$ cat src/rtl/star_pkg.sv
// Shared constants, op/state encodings and the RAM address helper for the star bounding-box mapper.
package star_pkg;

  localparam int unsigned X_SZ    = 8;
  localparam int unsigned Y_SZ    = 7;
  localparam int unsigned ADDR_SZ = 15;
  localparam int unsigned COL_SZ  = 3;
  localparam int unsigned MAX_X   = 160;
  localparam int unsigned MAX_Y   = 120;

  localparam logic [COL_SZ-1:0] THRESHOLD = COL_SZ'(0);

  typedef enum logic [1:0] {
    OP_ROWS  = 2'd0,
    OP_LEFT  = 2'd1,
    OP_RIGHT = 2'd2
  } op_e;

  typedef enum logic [2:0] {
    ST_IDLE  = 3'd0,
    ST_ISSUE = 3'd1,
    ST_WAIT  = 3'd2,
    ST_EVAL  = 3'd3,
    ST_DONE  = 3'd4
  } state_e;

  // y*160 + x without a multiplier
  function automatic logic [ADDR_SZ-1:0] pix_addr(input logic [X_SZ-1:0] x,
                                                  input logic [Y_SZ-1:0] y);
    return (ADDR_SZ'(y) << 7) + (ADDR_SZ'(y) << 5) + ADDR_SZ'(x);
  endfunction

endpackage

$ cat src/rtl/star_edge_walker.sv
// Probe engine: steps outward from a start pixel along +y, -x or +x until a dark pixel
// or the image edge, reporting the last lit coordinate along the walked axis.
module star_edge_walker
  import star_pkg::*;
(
  input  logic                clk,
  input  logic                reset,
  input  logic                i_start,
  input  op_e                 i_dir,
  input  logic [X_SZ-1:0]     i_x,
  input  logic [Y_SZ-1:0]     i_y,
  input  logic [COL_SZ-1:0]   i_pix,
  output logic [ADDR_SZ-1:0]  o_rd_addr,
  output logic                o_busy,
  output logic                o_finish_c,
  output logic [X_SZ-1:0]     o_last_c
);

  state_e              r_state, w_next;
  op_e                 r_dir, w_dir;
  logic [X_SZ-1:0]     r_x, w_sx, w_nx, r_last, w_last;
  logic [Y_SZ-1:0]     r_y, w_sy, w_ny;
  logic [ADDR_SZ-1:0]  r_rd_addr;
  logic                r_busy, w_oob, w_load, w_finish, w_idle;

  assign w_idle = (r_state == ST_IDLE);
  assign w_dir  = w_idle ? i_dir : r_dir;
  assign w_sx   = w_idle ? i_x   : r_x;
  assign w_sy   = w_idle ? i_y   : r_y;

  // Next probe coordinate and whether it would leave the image
  always_comb begin
    w_nx  = w_sx;
    w_ny  = w_sy;
    w_oob = 1'b0;
    case (w_dir)
      OP_ROWS: begin
        w_ny  = w_sy + Y_SZ'(1);
        w_oob = (w_sy >= Y_SZ'(MAX_Y - 1));
      end
      OP_LEFT: begin
        w_nx  = w_sx - X_SZ'(1);
        w_oob = (w_sx == '0);
      end
      default: begin
        w_nx  = w_sx + X_SZ'(1);
        w_oob = (w_sx >= X_SZ'(MAX_X - 1));
      end
    endcase
  end

  always_comb begin
    w_next   = r_state;
    w_load   = 1'b0;
    w_finish = 1'b0;
    w_last   = r_last;
    case (r_state)
      ST_IDLE: begin
        if (i_start) begin
          w_last = (i_dir == OP_ROWS) ? X_SZ'(i_y) : i_x;
          if (w_oob) begin
            w_next   = ST_DONE;
            w_finish = 1'b1;
          end else begin
            w_next = ST_ISSUE;
            w_load = 1'b1;
          end
        end
      end
      ST_ISSUE: w_next = ST_WAIT;
      ST_WAIT:  w_next = ST_EVAL;
      ST_EVAL: begin
        if (i_pix > THRESHOLD) begin
          w_last = (r_dir == OP_ROWS) ? X_SZ'(r_y) : r_x;
          if (w_oob) begin
            w_next   = ST_DONE;
            w_finish = 1'b1;
          end else begin
            w_next = ST_ISSUE;
            w_load = 1'b1;
          end
        end else begin
          w_next   = ST_DONE;
          w_finish = 1'b1;
        end
      end
      ST_DONE:  w_next = ST_IDLE;
      default:  w_next = ST_IDLE;
    endcase
  end

  always_ff @(posedge clk or posedge reset) begin
    if (reset) begin
      r_state   <= ST_IDLE;
      r_dir     <= OP_ROWS;
      r_x       <= '0;
      r_y       <= '0;
      r_last    <= '0;
      r_rd_addr <= '0;
      r_busy    <= 1'b0;
    end else begin
      r_state <= w_next;
      r_busy  <= (w_next != ST_IDLE);
      r_last  <= w_last;
      if (w_idle && i_start) r_dir <= i_dir;
      if (w_load) begin
        r_x       <= w_nx;
        r_y       <= w_ny;
        r_rd_addr <= pix_addr(w_nx, w_ny);
      end
    end
  end

  assign o_rd_addr  = r_rd_addr;
  assign o_busy     = r_busy;
  assign o_finish_c = w_finish;
  assign o_last_c   = w_last;

endmodule

$ cat src/rtl/star_bbox_mapper.sv
// Answers the star-scan master's map commands: walks the image RAM from the seed pixel and
// reports the star's bounding box with a one-cycle found pulse per command.
module star_bbox_mapper
  import star_pkg::*;
(
  input  logic                clk,
  input  logic                reset,
  input  logic                goMapRows,
  input  logic                goMapColumnsL,
  input  logic                goMapColumnsR,
  input  logic [X_SZ-1:0]     seedX,
  input  logic [Y_SZ-1:0]     seedY,
  input  logic [COL_SZ-1:0]   pixVal,
  output logic [ADDR_SZ-1:0]  rdAddr,
  output logic                busy,
  output logic                topBottomFound,
  output logic                leftFound,
  output logic                rightFound,
  output logic [Y_SZ-1:0]     yTop,
  output logic [Y_SZ-1:0]     yBottom,
  output logic [X_SZ-1:0]     xLeft,
  output logic [X_SZ-1:0]     xRight
);

  logic [X_SZ-1:0]  r_sx, r_x_left, r_x_right, w_start_x, w_last_c;
  logic [Y_SZ-1:0]  r_sy, r_y_top, r_y_bottom, w_start_y, w_ym, w_cur_sy;
  logic [Y_SZ:0]    w_ym_sum;
  logic             r_tb_found, r_l_found, r_r_found;
  logic             w_busy, w_idle, w_start, w_finish_c;
  op_e              r_op, w_op, w_cur_op;

  assign w_idle  = ~w_busy;
  assign w_start = w_idle & (goMapRows | goMapColumnsL | goMapColumnsR);
  assign w_op    = goMapRows ? OP_ROWS : (goMapColumnsL ? OP_LEFT : OP_RIGHT);

  // Column ops walk the middle row of the current vertical extent
  assign w_ym_sum  = {1'b0, r_y_top} + {1'b0, r_y_bottom};
  assign w_ym      = Y_SZ'(w_ym_sum >> 1);
  assign w_start_x = goMapRows ? seedX : r_sx;
  assign w_start_y = goMapRows ? seedY : w_ym;

  // A zero-probe op finishes in the accept cycle, before r_op/r_sy are loaded
  assign w_cur_op = w_idle ? w_op  : r_op;
  assign w_cur_sy = w_idle ? seedY : r_sy;

  star_edge_walker u_walker (
    .clk        (clk),
    .reset      (reset),
    .i_start    (w_start),
    .i_dir      (w_op),
    .i_x        (w_start_x),
    .i_y        (w_start_y),
    .i_pix      (pixVal),
    .o_rd_addr  (rdAddr),
    .o_busy     (w_busy),
    .o_finish_c (w_finish_c),
    .o_last_c   (w_last_c)
  );

  always_ff @(posedge clk or posedge reset) begin
    if (reset) begin
      r_op       <= OP_ROWS;
      r_sx       <= '0;
      r_sy       <= '0;
      r_y_top    <= '0;
      r_y_bottom <= '0;
      r_x_left   <= '0;
      r_x_right  <= '0;
      r_tb_found <= 1'b0;
      r_l_found  <= 1'b0;
      r_r_found  <= 1'b0;
    end else begin
      r_tb_found <= w_finish_c && (w_cur_op == OP_ROWS);
      r_l_found  <= w_finish_c && (w_cur_op == OP_LEFT);
      r_r_found  <= w_finish_c && (w_cur_op == OP_RIGHT);
      if (w_start) begin
        r_op <= w_op;
        if (goMapRows) begin
          r_sx <= seedX;
          r_sy <= seedY;
        end
      end
      if (w_finish_c) begin
        case (w_cur_op)
          OP_ROWS: begin
            r_y_top    <= w_cur_sy;
            r_y_bottom <= w_last_c[Y_SZ-1:0];
          end
          OP_LEFT:  r_x_left  <= w_last_c;
          default:  r_x_right <= w_last_c;
        endcase
      end
    end
  end

  assign busy           = w_busy;
  assign topBottomFound = r_tb_found;
  assign leftFound      = r_l_found;
  assign rightFound     = r_r_found;
  assign yTop           = r_y_top;
  assign yBottom        = r_y_bottom;
  assign xLeft          = r_x_left;
  assign xRight         = r_x_right;

endmodule

$ cat config.mk
export PLATFORM = sky130hd
export DESIGN_NAME = star_bbox_mapper
export DESIGN_NICKNAME = d
export VERILOG_FILES = /design/src/rtl/star_pkg.sv /design/src/rtl/star_edge_walker.sv /design/src/rtl/star_bbox_mapper.sv
export SDC_FILE = /design/constraint.sdc
export NUM_CORES = 1
export LEC_CHECK = 0
export CORE_MARGIN = 1
export CORE_UTILIZATION = 50
export DETAILED_ROUTE_END_ITERATION = 12
export GPL_TIMING_DRIVEN = 0
export PLACE_DENSITY = 0.73
export RECOVER_POWER = 100
export SLEW_MARGIN = 15
export SYNTH_ARGS = -nofsm -noshare
export SYNTH_HDL_FRONTEND = slang
export SYNTH_HIERARCHICAL = 1
export SYNTH_SLANG_ARGS = --single-unit
$ cat constraint.sdc
create_clock -name clk -period 8.4 [get_ports clk]
set_clock_uncertainty 0.1 [all_clocks]
set_input_delay 2.1 -clock clk [delete_from_list [all_inputs] [get_ports clk]]
set_output_delay 2.1 -clock clk [all_outputs]
set_load 0.1 [all_outputs]
## Word-level counts from Yosys, hierarchy flattened

Index checks and enable logic that the tools add are counted.

- Register bits: 94
- Input port bits: 23
- Output and inout bits: 49
- Logic and storage cells: 82

- $add $sub $neg: 6
- Magnitude comparators: 3
- Equal/unequal tests: 6
- Muxes and demuxes: 29
- Bitwise gates (word level): 5
- Reductions and logical operators: 16

Operator list:

| cell | number |
|---|---|
| 8-bit two-way mux | 6 |
| 8-bit one-hot mux with 2 select lines | 2 |
| 7-bit two-way mux | 4 |
| 14-bit by 12-bit adder with 15-bit output | 1 |
| 15-bit by 8-bit adder with 15-bit output | 1 |
| 3-bit one-hot mux with 4 select lines | 1 |
| 3-bit two-way mux | 3 |
| 7-bit by 7-bit adder with 8-bit output | 1 |
| 8-bit by 1-bit adder with 8-bit output (second input constant) | 1 |
| 8-bit >= comparator (second input constant) | 1 |
| 2-bit logical NOT | 4 |
| 8-bit logical NOT | 1 |
| 2-bit two-way mux | 4 |
| 2-bit AND reduction | 4 |
| 8-bit by 1-bit subtractor with 8-bit output (second input constant) | 1 |
| 7-bit by 1-bit adder with 7-bit output (second input constant) | 1 |
| 7-bit >= comparator (second input constant) | 1 |
| 3-bit by 2-bit equality test with 1-bit output (second input constant) | 2 |
| 1-bit two-way mux | 6 |
| 1-bit one-hot mux with 2 select lines | 3 |
| 2-bit by 1-bit equality test with 1-bit output (second input constant) | 2 |
| 1-bit logical AND | 4 |
| 3-bit by 1-bit equality test with 1-bit output (second input constant) | 1 |
| 3-bit by 1-bit > comparator with 1-bit output (second input constant) | 1 |
| other kinds (7) | 9 |

## Longest topological paths before layout

Gate-level depths: netlist (run 1).

- Depth after elaboration: 9
- Depth in mapped cells: 22
- Gate-level depth less buffers: 18

## Hierarchy

Netlist (run 1), hierarchy kept.

By module, submodules not included:

| module | instances | cells each | area an instance (um^2) | sequential area each (um^2) |
|---|---|---|---|---|
| star_edge_walker | 1 | 347 | 3,318.2 | 975.9 |
| star_bbox_mapper | 1 | 197 | 2,432.3 | 1,251.2 |

## Least setup slack after synthesis (run 1)

OpenSTA, ideal clock, no wires.

- Path kind: input to register
- From: input port goMapRows
- To: register u_walker.r_rd_addr[12], in the netlist u_walker/o_rd_addr[12]
- Setup time: 0.126 ns
- Arrival time: 6.388 ns
- Data required time: 8.174 ns
- Setup slack: 1.785 ns
- Stages on the path: 20
- Buffers on the path: 4
- Path through: buf_4 > buf_2 > mux2_2 > clkbuf_1 > xnor2_1 > a21oi_1 > ha_1 > buf_1 > or4b_1 > a311oi_1 > xnor2_1 > ha_1 > ha_1 > fa_1 > a21o_1 > a21oi_1 > o21bai_1 > a21o_1 > xor2_1 > mux2_4

- Elaborated cells on any way between the ends: 26
- Classes of those cells: add/sub (5); order compare (2); eq/ne (1); mux (13); bitwise (3); reduce/logical (2)

RTL lines:

| element | RTL line | RTL |
|---|---|---|
| start, declared | star_bbox_mapper.sv:8 | `input logic goMapRows,` |
| 8-bit two-way mux * | -- |  |
| named net w_start_x[1] | star_bbox_mapper.sv:25 | `logic [X_SZ-1:0] r_sx, r_x_left, r_x_right, w_start_x, w_last_c;` |
| 8-bit two-way mux * | star_edge_walker.sv:28 | `assign w_sx = w_idle ? i_x : r_x;` |
| 8-bit by 1-bit adder with 8-bit output or 8-bit by 1-bit subtractor with 8-bit output (tied branches) | star_edge_walker.sv:46, star_edge_walker.sv:42 |  |
| 8-bit one-hot mux with 2 select lines * | star_edge_walker.sv:36 | `case (w_dir)` |
| named net u_walker.w_nx[6] | star_edge_walker.sv:21 | `logic [X_SZ-1:0] r_x, w_sx, w_nx, r_last, w_last;` |
| 15-bit by 8-bit adder with 15-bit output * | star_pkg.sv:30 | `return (ADDR_SZ'(y) << 7) + (ADDR_SZ'(y) << 5) + ADDR_SZ'(x);` |
| end signal, assigned | star_edge_walker.sv:109 | `r_rd_addr <= pix_addr(w_nx, w_ny);` |
| end, declared | star_edge_walker.sv:23 | `logic [ADDR_SZ-1:0] r_rd_addr;` |

The timed path passes the listed nets; every way through them passes the cells marked *.
A chain may end at the register's enable or synchronous reset.

## Worst setup path in the final report (run 1)

- From: input port goMapRows
- To: register u_walker.r_rd_addr[13], in the netlist u_walker/o_rd_addr[13]

- Elaborated cells on any way between the ends: 26
- Classes of those cells: add/sub (5); order compare (2); eq/ne (1); mux (13); bitwise (3); reduce/logical (2)

RTL lines:

| element | RTL line | RTL |
|---|---|---|
| 2-bit two-way mux * | star_bbox_mapper.sv:34 | `assign w_op = goMapRows ? OP_ROWS : (goMapColumnsL ? OP_LEFT : OP_RIGHT);` |
| named net w_op[1] | star_bbox_mapper.sv:30 | `op_e r_op, w_op, w_cur_op;` |
| 2-bit two-way mux * | star_edge_walker.sv:27 | `assign w_dir = w_idle ? i_dir : r_dir;` |
| 2-bit by 1-bit equality test with 1-bit output or 2-bit logical NOT (tied branches) | star_edge_walker.sv:36 |  |
| 8-bit one-hot mux with 2 select lines * | star_edge_walker.sv:36 |  |
| named net u_walker.w_nx[7] | star_edge_walker.sv:21 |  |
| 15-bit by 8-bit adder with 15-bit output * | star_pkg.sv:30 |  |

Marked as above.

==> results of run 1 <==
-- cells by family (layout without fill, tap and decap cells) --
kind of cell,Yosys count,count (layout),share of synthesized area (%)
multiplexers,108,108,21.3
buffers and inverters,50,139,4.53
AND/OR/NAND/NOR,146,146,13.2
AO/OA/AOI/OAI,107,107,13.6
XOR/XNOR,19,19,2.89
adder cells (fa/ha/maj),25,25,5.83
flip-flops,89,89,38.7
-- Yosys cell counts (5+ instances only) --
cell	count	area share (%)
nand2b_1	6	0.65
o221ai_1	8	1.2
buf_2	12	1.0
nand2_1	55	3.6
and3_1	5	0.54
clkbuf_1	9	0.59
mux2i_1	38	6.6
inv_1	14	0.91
a31oi_1	5	0.54
a21o_1	5	0.65
or3_1	6	0.65
nor2_1	21	1.4
ha_1	22	4.8
xor2_1	7	1.1
o21ai_0	28	2.4
nand3_1	8	0.70
nor2b_1	5	0.54
a21oi_1	14	1.2
xnor2_1	12	1.8
dfrtp_1	89	39
a211oi_1	5	0.65
buf_4	8	1.0
mux2_2	53	10
nor3_1	10	0.87
mux2_4	15	3.9
-- state kept, by name, indices dropped and copies added (netlist names), 3 cells and up --
| register | flops |
|---|---|
| r_sx | 8 |
| u_walker/r_state | 3 |
| u_walker/r_y | 7 |
| r_sy | 7 |
| u_walker/r_last | 8 |
| xLeft | 8 |
| u_walker/o_rd_addr | 10 |
| xRight | 8 |
| yBottom | 7 |
| yTop | 7 |
| u_walker/r_x | 8 |
-- stage by stage --
step	utilization [%]	cell area (µm²)	cells
floorplan	-	5750	544
global placement	60.2	6640	755
detailed placement	60.5	6680	757
CTS	63.4	6990	773
global route	62.0	6840	773
finish	62.0	6840	773
-- cell type report --
| type | instances | area (µm²) | area share (%) |
|---|---|---|---|
| Sequential cell | 89 | 2230 | 32.6 |
| Buffer | 35 | 168 | 2.45 |
| Clock buffer | 9 | 225 | 3.29 |
| Tap cell | 140 | 175 | 2.56 |
| Inverter | 15 | 56.3 | 0.824 |
| Clock inverter | 7 | 86.3 | 1.26 |
| Timing Repair Buffer | 73 | 718 | 10.5 |
| Multi-Input combinational cell | 405 | 3180 | 46.5 |
-- worst max-delay path: stages --
cell           delay [ns]
dlygate4sd3_1        0.56
buf_4                0.19
nor2_2               0.46
nor2b_1              0.16
mux2i_1              0.40
inv_2                0.20
ha_1                 0.42
inv_1                0.10
a2111oi_0            0.50
nor4_1               0.13
mux2i_1              0.21
xor2_1               0.38
fa_1                 0.54
ha_1                 0.34
a211oi_1             0.22
o21bai_1             0.13
a2111oi_0            0.38
or3_1                0.18
xnor2_1              0.06
mux2_1               0.31
-- metal layers --
metal	vias up	routed length [µm]	GRT usage (%)
li1	2171	-	-
met1	2354	6760	37.6
met2	183	7860	47.9
met3	25	1020	5.14
met4	0	251	9.81
met5	-	0	0
-- worst paths after layout --
check | start | to | slack, ns
setup / recovery | goMapRows | u_walker/o_rd_addr[13]$_DFFE_PP0P_ | 0.54
hold / removal | u_walker/o_rd_addr[7]$_DFFE_PP0P_ | u_walker/o_rd_addr[7]$_DFFE_PP0P_ | 0.38
setup reg to reg | u_walker/r_state[2]$_DFF_PP0_ | u_walker/o_rd_addr[12]$_DFFE_PP0P_ | 2.33
hold reg to reg | u_walker/o_rd_addr[7]$_DFFE_PP0P_ | u_walker/o_rd_addr[7]$_DFFE_PP0P_ | 0.38
max in group asynchronous | reset | r_sx[1]$_DFFE_PP0P_ | 3.75
min in group asynchronous | reset | u_walker/r_last[4]$_DFF_PP0_ | 2.17
==> results.json, run 1 <==
{
  "timing.hold.ws_ns": 0.382,
  "start_kind": "primary input",
  "grt_setup_unrepaired": "no",
  "grt.total_usage_pct": 28.8,
  "vias_per_cell": 6.12,
  "io_buffer_count": 71,
  "synth_warnings": 6,
  "synth.yosys.seq_area_share_pct": 38.7,
  "fp.dieH_um": 109,
  "cts_setup_buffers": 0,
  "max_freq_ghz": 0.127,
  "worst_pin_slew_ns": 2.00,
  "fillerInstances": 921,
  "postCtsHoldBufs": 0,
  "ys_async_sr_fraction_pct": 100,
  "start_util_pct": 52.1,
  "ys_types": 73,
  "violations": "capacitance limit, slew limit",
  "required_ns": 8.53,
  "endpoint_kind": "flip-flop",
  "grt.overflow.total": 0,
  "h-tree-depth": 3,
  "drt-total-wl_um": 15900,
  "ff2ff_path_depth": 20,
  "pre_cts_slack_ns": 0.542,
  "drt_first_pass_iters": 5,
  "drtAntennaViolNets": 0,
  "fin_crit_ns": 7.86,
  "setup_viol": 0,
  "grt_pass1_wl_um": 25900,
  "cts.path.max_buffers": 2,
  "synth-main-ff-cell": "dfrtp_1",
  "drtIter0Drc": 262,
  "fin_ws_ns": 0.535,
  "syn_nets": 592,
  "worstSkewPairLatency_ns": 0.35,
  "cts-root-buf": "clkbuf_16",
  "fin_crit_sh_pct": 93.6,
  "coreArea_um2": 11000,
  "clock_sinks": 89,
  "final_common_cell": "dfrtp_1",
  "clk_pin_slew_worst_paths_ns": 0.07,
  "holdCritPathClass": "flip-flop to flip-flop",
  "grt_max_degree": 36,
  "ys_ff_latch": 89,
  "via_count": 4733,
  "cts_tree": "done",
  "max_cap_violations": 1,
  "wl_per_cell_um": 20.6,
  "status": "complete, but fails checks",
  "drive_above_1_share_pct": 15.3,
  "dieArea_um2": 11900,
  "routabilityCongestion": 0.937,
  "io_pins": 72,
  "finalHoldViolCount": 0,
  "antenna_cells": 0,
  "hold_depth": 1,
  "synthCells": 544,
  "dp_hpwl_um": 11900,
  "synth_edf_count": 0,
  "rows": 38,
  "cts-resized-gates": 0,
  "syn_area_um2": 5750,
  "numCtsBuffers": 9,
  "synth.avg_cell_area_um2": 10.6,
  "crit_type": "primary input to flip-flop",
  "drcViolationCount": 0,
  "arrival_ns": 8.00,
  "antenna_found_initial": 0,
  "grt_pass1_vias": 4728,
  "fp.dieW_um": 109,
  "setup_tns_ns": 0,
  "syn_to_final_growth_pct": 18.9,
  "final_cell_mix": "dfrtp_1 (89), nand2_1 (56), mux2_2 (53)",
  "critPathMaxFanout": 10,
  "nNetsFinal": 676,
  "slew_headroom_pct": -33.3,
  "maxSlewViolCount": 36
}
Power of run 1 is not shown: default switching activity piles up to over one toggle a cycle in this logic, so the estimate is an artifact.
==> run 2: changes to the inputs <==
--- a/config.mk
+++ b/config.mk
@@ -5,8 +5,10 @@
 export SDC_FILE = /design/constraint.sdc
 export NUM_CORES = 1
 export LEC_CHECK = 0
+export CORE_ASPECT_RATIO = 1.25
 export CORE_MARGIN = 1
 export CORE_UTILIZATION = 50
+export CTS_CLUSTER_DIAMETER = 100
 export DETAILED_ROUTE_END_ITERATION = 12
 export GPL_TIMING_DRIVEN = 0
 export PLACE_DENSITY = 0.73
==> run 2 against run 1 <==
Against the previous run:
- the flow finishes with violations (DRC, capacitance limit, slew limit)
- via count down 0.82%
- worst hold slack hardly changed
- global-route usage is 1.6 points lower
- die area barely moved
- final cell count decreased by 0.65%
- critical path type unchanged
- wire length shrank 2.9%
- critical path depth unchanged
- sequential share of layout area rose by 0.084 points
- maximum frequency is 1.2% higher
- worst setup slack better by 0.092 ns
- non-clock buffer count did not move
- register-to-register slack gained 0.14 ns
==> results.json, run 2 (synthesized netlist as in run 1, its figures left out) <==
{
  "cts-resized-gates": 0,
  "rows": 43,
  "grt.total_usage_pct": 27.1,
  "arrival_ns": 7.90,
  "postCtsHoldBufs": 0,
  "holdCritPathClass": "flip-flop to flip-flop",
  "largest_reg_flops": 10,
  "grt_max_degree": 38,
  "io_pins": 72,
  "grt_pass1_wl_um": 24900,
  "endpoint_kind": "flip-flop",
  "antenna_found_initial": 0,
  "drt-total-wl_um": 15400,
  "post-route-util_pct": 61.2,
  "drt_first_pass_iters": 9,
  "nNetsFinal": 676,
  "syn_to_final_growth_pct": 18.6,
  "cts-root-buf": "clkbuf_16",
  "grt.overflow.total": 0,
  "drtIter0Drc": 211,
  "h-tree-depth": 3,
  "dieArea_um2": 11900,
  "fp.dieH_um": 122,
  "slew_headroom_pct": -31.2,
  "crit_type": "primary input to flip-flop",
  "cts_setup_buffers": 0,
  "start_kind": "primary input",
  "clk_pin_slew_worst_paths_ns": 0.07,
  "vias_per_cell": 6.11,
  "final_common_cell": "dfrtp_1",
  "cts_tree": "done",
  "coreArea_um2": 11100,
  "violations": "DRC, capacitance limit, slew limit",
  "dp_hpwl_um": 11800,
  "grt_setup_unrepaired": "no",
  "start_util_pct": 51.6,
  "fp.dieW_um": 97.9,
  "numCtsBuffers": 9,
  "status": "complete, but fails checks",
  "wl_per_cell_um": 20.1,
  "required_ns": 8.53,
  "max_cap_violations": 1,
  "final_cell_mix": "dfrtp_1 (89), nand2_1 (56), mux2_2 (53)",
  "io_buffer_count": 71,
  "setup_tns_ns": 0,
  "clock_sinks": 89,
  "drtAntennaViolNets": 0,
  "finalHoldViolCount": 0,
  "drcViolationCount": 2,
  "antenna_cells": 0,
  "setup_viol": 0,
  "critPathMaxFanout": 10,
  "worstSkewPairLatency_ns": 0.34,
  "via_count": 4694,
  "max_freq_ghz": 0.129,
  "routabilityCongestion": 0.917,
  "grt_pass1_vias": 4791,
  "worst_pin_slew_ns": 1.97,
  "drive_above_1_share_pct": 15.3,
  "cts.path.max_buffers": 2,
  "fin_crit_sh_pct": 92.5,
  "maxSlewViolCount": 38,
  "fin_crit_ns": 7.77
}
## run 2: routing by layer
| layer | part of all wire, % | global-route usage, % |
|---|---|---|
| met1 | 40 | 31.0 |
| met2 | 51 | 49.3 |
| met3 | 4.8 | 4.70 |
| met4 | 3.6 | 12.5 |
| met5 | 0 | 0 |
## run 2: metrics by stage
step / area, µm² / setup slack, ns / hold slack, ns / instances
floorplan: 5750 / 1.79 / 0.366 / 544
global placement: 6630 / 0.576 / 0.380 / 750
detailed placement: 6670 / 0.557 / 0.379 / 752
CTS: 6970 / 0.909 / 0.395 / 768
global route: 6820 / 0.266 / 0.407 / 768
finish: 6820 / 0.627 / 0.382 / 768
## run 2: final cells by class
type	instances	area, µm²
Buffer	35	168
Clock buffer	9	225
Clock inverter	7	73.8
Fill cell	944	4320
Inverter	15	56.3
Multi-Input combinational cell	405	3180
Sequential cell	89	2230
Tap cell	135	169
Timing Repair Buffer	73	718
## run 2: worst max-delay path, cell delays in order
cell and delay, ns:
clkdlybuf4s50_1 0.41, buf_4 0.18, nor2_1 0.61, nor2b_1 0.20, mux2i_1 0.45, inv_2 0.20, ha_1 0.41, inv_1 0.07
a2111oi_0 0.38, nor4_1 0.10, mux2i_1 0.23, xor2_1 0.37, fa_1 0.54, ha_1 0.35, a211oi_1 0.25, o21bai_1 0.13
a2111oi_0 0.39, or3_1 0.18, xnor2_1 0.06, mux2_4 0.27
## run 2: path summary, 6_finish.rpt
kind,from,end,slack (ns),cells after the start
worst min register to register,u_walker/o_rd_addr[9]$_DFFE_PP0P_,u_walker/o_rd_addr[9]$_DFFE_PP0P_,0.38,1
worst max register to register,u_walker/r_state[2]$_DFF_PP0_,u_walker/o_rd_addr[12]$_DFFE_PP0P_,2.47,20
min in group asynchronous,reset,xRight[7]$_DFFE_PP0P_,2.14,2
worst min-delay path,u_walker/o_rd_addr[9]$_DFFE_PP0P_,u_walker/o_rd_addr[9]$_DFFE_PP0P_,0.38,1
worst max-delay path,goMapRows,u_walker/o_rd_addr[13]$_DFFE_PP0P_,0.63,20
max in group asynchronous,reset,yTop[6]$_DFFE_PP0P_,3.85,3
Power of run 2 is left out for the same reason.
